File: src/rtl/bit_lane_packer.sv
// rtl/bit_lane_packer.sv - packs one or two bit lanes per beat into WIDTH-bit valid/ready words
module bit_lane_packer #(
    parameter int         WIDTH     = 8,
    parameter logic [1:0] LANE_MASK = 2'b11,
    parameter int         CNT_W     = 16
) (
    input  logic                         CLK,
    input  logic                         RESETN,
    input  logic                         I0,
    input  logic                         I1,
    input  logic                         in_valid,
    output logic                         in_ready,
    input  logic                         flush,
    output logic [WIDTH-1:0]             out_data,
    output logic                         out_valid,
    input  logic                         out_ready,
    output logic [$clog2(WIDTH+1)-1:0]   beat_cnt,
    output logic [CNT_W-1:0]             word_cnt
);

    localparam int BPB      = int'(LANE_MASK[0]) + int'(LANE_MASK[1]);
    localparam int BPB_SAFE = (BPB == 0) ? 1 : BPB;
    localparam int BCW      = $clog2(WIDTH + 1);

    generate
        if (LANE_MASK == 2'b00) begin : g_bad_mask
            $error("bit_lane_packer: LANE_MASK must select at least one lane");
        end
        if ((WIDTH % BPB_SAFE) != 0) begin : g_bad_width
            $error("bit_lane_packer: WIDTH must be a multiple of the used lane count");
        end
    endgenerate

    typedef enum logic {
        FILL = 1'b0,
        FULL = 1'b1
    } state_t;

    state_t           state;
    state_t           state_next;
    logic [WIDTH-1:0] acc;
    logic [WIDTH-1:0] acc_with_beat;
    logic [1:0]       beat_bits;
    logic [BCW-1:0]   cnt_after;
    logic             flush_pend;
    logic             flush_eff;
    logic             accept;
    logic             complete;
    logic             service;
    logic             emit;

    assign in_ready  = RESETN && (!out_valid || out_ready);
    assign accept    = in_valid && in_ready;
    assign flush_eff = flush || flush_pend;

    // Select only the used lanes; an unused lane never enters the datapath.
    always_comb begin
        beat_bits = 2'b00;
        if (BPB == 2) begin
            beat_bits = {I1, I0};
        end else if (LANE_MASK[0]) begin
            beat_bits = {1'b0, I0};
        end else begin
            beat_bits = {1'b0, I1};
        end
    end

    // Accumulator image and bit count including this cycle's accepted beat.
    always_comb begin
        acc_with_beat = acc;
        cnt_after     = beat_cnt;
        if (accept) begin
            acc_with_beat = acc | (WIDTH'(beat_bits) << beat_cnt);
            cnt_after     = beat_cnt + BCW'(BPB);
        end
    end

    assign complete = accept && (beat_cnt == BCW'(WIDTH - BPB));
    assign service  = flush_eff && in_ready && (cnt_after != '0) && !complete;
    assign emit     = complete || service;

    // State register.
    always_ff @(posedge CLK) begin
        if (!RESETN) begin
            state <= FILL;
        end else begin
            state <= state_next;
        end
    end

    // Next-state: a word is held until handshaken, back-to-back emits stay FULL.
    always_comb begin
        state_next = state;
        case (state)
            FILL:    if (emit) state_next = FULL;
            FULL:    if (out_ready && !emit) state_next = FILL;
            default: state_next = FILL;
        endcase
    end

    // State outputs.
    always_comb begin
        out_valid = (state == FULL);
    end

    // Packing datapath: accumulate beats, move finished or flushed word to the output.
    always_ff @(posedge CLK) begin
        if (!RESETN) begin
            acc      <= '0;
            beat_cnt <= '0;
            out_data <= '0;
            word_cnt <= '0;
        end else if (emit) begin
            out_data <= acc_with_beat;
            acc      <= '0;
            beat_cnt <= '0;
            word_cnt <= word_cnt + 1'b1;
        end else if (accept) begin
            acc      <= acc_with_beat;
            beat_cnt <= cnt_after;
        end
    end

    // Pending flush survives only while the packer cannot take a beat.
    always_ff @(posedge CLK) begin
        if (!RESETN) begin
            flush_pend <= 1'b0;
        end else if (in_ready) begin
            flush_pend <= 1'b0;
        end else begin
            flush_pend <= flush_eff;
        end
    end

endmodule

File: config.mk
export PLATFORM = sky130hd
export DESIGN_NAME = bit_lane_packer
export DESIGN_NICKNAME = d
export VERILOG_FILES = /design/src/rtl/bit_lane_packer.sv
export SDC_FILE = /design/constraint.sdc
export NUM_CORES = 1
export LEC_CHECK = 0
export BUFFER_PORTS_ARGS = -buffer_cell sky130_fd_sc_hd__buf_4
export CORE_MARGIN = 4
export CORE_UTILIZATION = 25
export DETAILED_ROUTE_END_ITERATION = 10
export SETUP_SLACK_MARGIN = 0.15
export SYNTH_ARGS = -nofsm -noshare
export SYNTH_HDL_FRONTEND = slang
export SYNTH_SLANG_ARGS = --single-unit
File: constraint.sdc
create_clock -name CLK -period 1.88 [get_ports CLK]
set_input_delay 0.094 -clock CLK [delete_from_list [all_inputs] [get_ports CLK]]
set_output_delay 0.094 -clock CLK [all_outputs]
set_load 0.05 [all_outputs]
## Word-level counts from Yosys, hierarchy flattened

Cells that the tools add are included.

- Register bits after elaboration: 38
- Input port bits: 7
- Output and inout port bits: 30
- Logic and storage cells: 34

- $add $sub $neg: 2
- Eq/ne operators: 1
- Shift operators: 1
- Muxes and demuxes: 5
- Bitwise operators: 3
- Reductions and logical operators: 16

Operators by type and width:

| operator | count |
|---|---|
| $add A16 B1 Y16 const B | 1 |
| $mux W8 | 1 |
| $or A8 B8 Y8 | 1 |
| $shl A2 B4 Y8 | 1 |
| $logic_and A1 B1 Y1 | 7 |
| $add A4 B2 Y4 const B | 1 |
| $eq A4 B3 Y1 const B | 1 |
| $mux W4 | 1 |
| $reduce_bool A4 Y1 | 1 |
| $reduce_or A2 Y1 | 2 |
| $logic_not A1 Y1 | 3 |
| $logic_or A1 B1 Y1 | 3 |
| $mux W1 | 2 |
| $not A1 Y1 | 2 |
| $pmux W1 S2 | 1 |

## Longest topological paths before layout

- Word-level depth: 13
- Gate-level depth with buffers: 8

## Worst setup path before layout

No wires, ideal clock.

- Path type: register to register
- From: register beat_cnt[2]
- To: register word_cnt[8]
- Data arrival time: 2.314 ns
- Data required time: 1.802 ns
- Setup slack: -0.511 ns
- Stages on the path, launching flop included: 9
- Path buffers: 2
- Period minus slack after synthesis: 2.391 ns
- Path through: dfxtp_1 ha_1 ha_1 and4b_1 o31a_1 buf_6 buf_6 nor4_4 mux2i_1

- Cells in the longest elaborated chain, start to end: 6
- Elaborated cells on any way between the ends: 9
- Those cells by class: add/sub (1); eq/ne (1); mux (1); reduce/logical (6)

RTL lines:

| what | RTL line | text |
|---|---|---|
| start: declaration | 17 | `output logic [$clog2(WIDTH+1)-1:0] beat_cnt,` |
| start signal: assignment | 120 | `beat_cnt <= cnt_after;` |
| $add A4 B2 Y4 | 74 | `cnt_after = beat_cnt + BCW'(BPB);` |
| $mux W4 | 72 | `if (accept) begin` |
| $reduce_bool A4 Y1 | 79 | `assign service = flush_eff && in_ready && (cnt_after != '0) && !complete;` |
| $logic_and A1 B1 Y1 (2 in a row) | 79 |  |
| $logic_or A1 B1 Y1 * | 80 | `assign emit = complete \|\| service;` |
| end signal: assignment | 117 | `word_cnt <= word_cnt + 1'b1;` |
| end: declaration | 18 | `output logic [CNT_W-1:0] word_cnt` |

Every way passes the cells marked *; elsewhere a longest branch is shown, timed or not.
A chain may end at the register's enable or synchronous reset.

## Final worst setup path

- From: register beat_cnt[2]
- To: register word_cnt[5]

Same word-level chain as after synthesis.

==> metrics <==
status=finished with violations; failing checks=setup timing; WS Path Type=reg2reg; clk slew on worst S/H paths=about 80 ps; Remaining DRCs=0; Pwr Density=about 740 mW/mm2; FF-to-FF setup slack=-70 ps; RSZ-0062 raised after global routing=true; Synth Flop Type=dfxtp_1; fin. max-slew vios=0; CTS sink cnt=37; met3 GRT Util=roughly 3.1%; ANT cells=0; GRT Total Usage=a little under an eighth; Cells on Worst Hold Path=3; I/O Buffers=35; RR Endpoint=word_cnt[5]$_SDFFE_PN0P_; H-tree depth=2; antenna violations before repair=0; GR Layer Usage met1=between 10% and 20%; routability congestion estimate=0.709; FP Rows=29; vias per cell=4.79; crit path launch type=register; Hold Startpoint=flush; Net Sw Frac=27.6%; CTS root buf=clkbuf_8; post-synthesis async set-or-reset flop share=0%; EDFF count, synth=0; Hold Path Class=in2reg; Post-Route Skew=between 8 and 9 ps; sequential area share after synthesis=between 40% and 50%; Yosys cell types=38; maximum root-to-sink buffer count=2; Synth Register Bits=37; num ports=37; # setup viols final=5; Worst setup EP type=register; vias in the first global route=about 1500; DP Wirelength=approximately 2900 um; Internal Dissipation=about 0.0013 W; final wirelength=about 4200 um; M2 GR Usage=between 10% and 20%; nets=240; Worst R2R Path Depth=7; arrival time worst endpoint=around 2200 ps; final period utilization=104%; fin worst setup slack=-69.3 ps; Static Leak=between 1 and 1.5 nW; most common cell after layout, fill and taps aside=buf_4; drt wl/cell=between 10 and 15 um; power share of the combinational group=between 10% and 20%; Fin. Hold Viols=0; core area=between 0.006 and 0.007 mm2; Max Clk Rate=approximately 0.51 GHz; reg-to-reg startpoint=beat_cnt[2]$_SDFFE_PP0P_; fin crit period=1950 ps; most frequent cells in the layout=buf_4, dfxtp_1, nand2_1, mux2i_1, nor2_1; Mapped Area=0.00165 mm2; drt first pass iters=4; Max VDD drop=between 300 and 400 uV; Synth Area per Inst=~9.3 um2; largest net degree at the start of global routing=21; data required time of the critical path=between 2000 and 2500 ps; first-pass GRT wire length=~7200 um; syn nets=around 190; Die Width=roughly 89 um; Min-Delay Endpoint=flush_pend$_SDFF_PP0_; die height=slightly below 90 um; maximum fanout along the worst path=5; via count=1475; fraction of layout instances using a drive strength above 1=roughly two fifths; largest cells by area after synthesis=dfxtp_1, mux2i_1, nand2_1; Syn Inst Count=~180; Die Area=a little under 0.008 mm2; Hold Buf Count CTS=0; Worst-Skew Late Latency=~300 ps; sequential group share of total power=44.7%; setup tns final=-155 ps; Synth area leader=dfxtp_1; area delta synth->final=48.1%; GR peak layer=met2; Net Sw Power=0.000500 W; clock network power share=between 30% and 40%; grt total ovfl=0; Yosys Warn Count=0; Max-Cap Viols=0; Final ANT Viol Nets=0; Yosys top cell area share=between 40% and 50%; drt initial violations=80; Starting Density=about 26%; CTS buffer count=5; Placement Setup Slack=-116 ps; CTS tree=done
## cells by family (layout without fill, tap and decap cells)
group	count (synthesis)	after routing	share of synthesized area (%)
and+or+nand+nor	77	77	25.3
adders and majority gates	3	3	2.28
AOI/OAI and AO/OA	26	26	10.6
buffers and inverters	15	68	5.16
other	1	1	0.227
muxes	18	18	10.9
xor gates and xnor gates	1	1	0.531
DFF	37	37	44.9
## timing repair
item / 4_1_cts / 5_1_grt
gates cloned: 2 / 0
endpoints found under the setup margin: 36 / 36
gates resized for setup: 13 / 8
buffers inserted: 5 / 1
pin swaps: 11 / 0
## stage by stage
| stage | cell area, um2 | hold slack, ps | utilization (%) | total power (W) | std cells |
|---|---|---|---|---|---|
| 2_1_floorplan | 1800 | 192 | - | 0.00100 | 178 |
| 3_3_place_gp | 2190 | 342 | 34.2 | 0.00108 | 292 |
| 3_5_place_dp | 2190 | 347 | 34.2 | 0.00108 | 292 |
| 4_1_cts | 2400 | 29.4 | 37.6 | 0.00182 | 307 |
| 5_1_grt | 2440 | 39.7 | 38.2 | 0.00188 | 308 |
| 6_report | 2440 | 31.7 | 38.2 | 0.00182 | 308 |
## sequential cells by signal (all words and copies together), names as in the netlist
register	flops
out_valid	1
beat_cnt	3
out_data	8
flush_pend	1
word_cnt	16
acc	8
## cells in the mapped netlist, drive strengths merged, types with 2 or more instances
library cell  count
a21boi            3
a21oi             5
a31oi             4
and4              2
buf               8
clkbuf            3
dfxtp            37
ha                3
inv               4
mux2i            18
nand2            25
nand2b            6
nand3             6
nand4             5
nor2             12
nor2b             3
nor4              9
o211ai            2
o21ai             3
o311ai            2
o31ai             5
or4               2
## worst max-delay path by stage
stage                             startpoint                        to  slack, ps
floorplan           beat_cnt[2]$_SDFFE_PP0P_  word_cnt[2]$_SDFFE_PN0P_       -150
global placement    beat_cnt[2]$_SDFFE_PP0P_  word_cnt[5]$_SDFFE_PN0P_       -100
detailed placement  beat_cnt[2]$_SDFFE_PP0P_  word_cnt[7]$_SDFFE_PN0P_       -120
CTS                 beat_cnt[2]$_SDFFE_PP0P_  word_cnt[5]$_SDFFE_PN0P_        -80
global route        beat_cnt[1]$_SDFFE_PP0P_  word_cnt[3]$_SDFFE_PN0P_       -120
finish              beat_cnt[2]$_SDFFE_PP0P_  word_cnt[5]$_SDFFE_PN0P_        -70
## final cells by class
class	count	area, um2
Multi-Input combinational cell	126	1000
Timing Repair Buffer	56	460
Sequential cell	37	758
Clock buffer	6	72.6
Inverter	4	15.0
Fill cell	641	3940
Clock inverter	2	38.8
Tap cell	77	96.3
## power groups by stage
stage	Clock (W)	Combinational, W	Sequential [W]
4_1_cts	0.000723	0.000284	0.000812
5_1_grt	0.000745	0.000320	0.000813
6_report	0.000707	0.000297	0.000811
2_1_floorplan	0	0.000130	0.000874
3_5_place_dp	0	0.000247	0.000830
3_3_place_gp	0	0.000246	0.000829
## critical path, stage by stage, from the launching register on
cell,delay [ps]
dfxtp_4,360
ha_4,160
ha_4,210
and4b_1,170
o31a_1,260
buf_6,140
or4_4,460
a21boi_1,120
## per-layer routing
metal  share of wire, %  vias to the layer above
met4                1.6                        0
li1                   -                      744
met2                 50                       34
met1                 44                      687
met3                4.5                       10
met5                  0                        -
(Power assumes the default switching activity.)
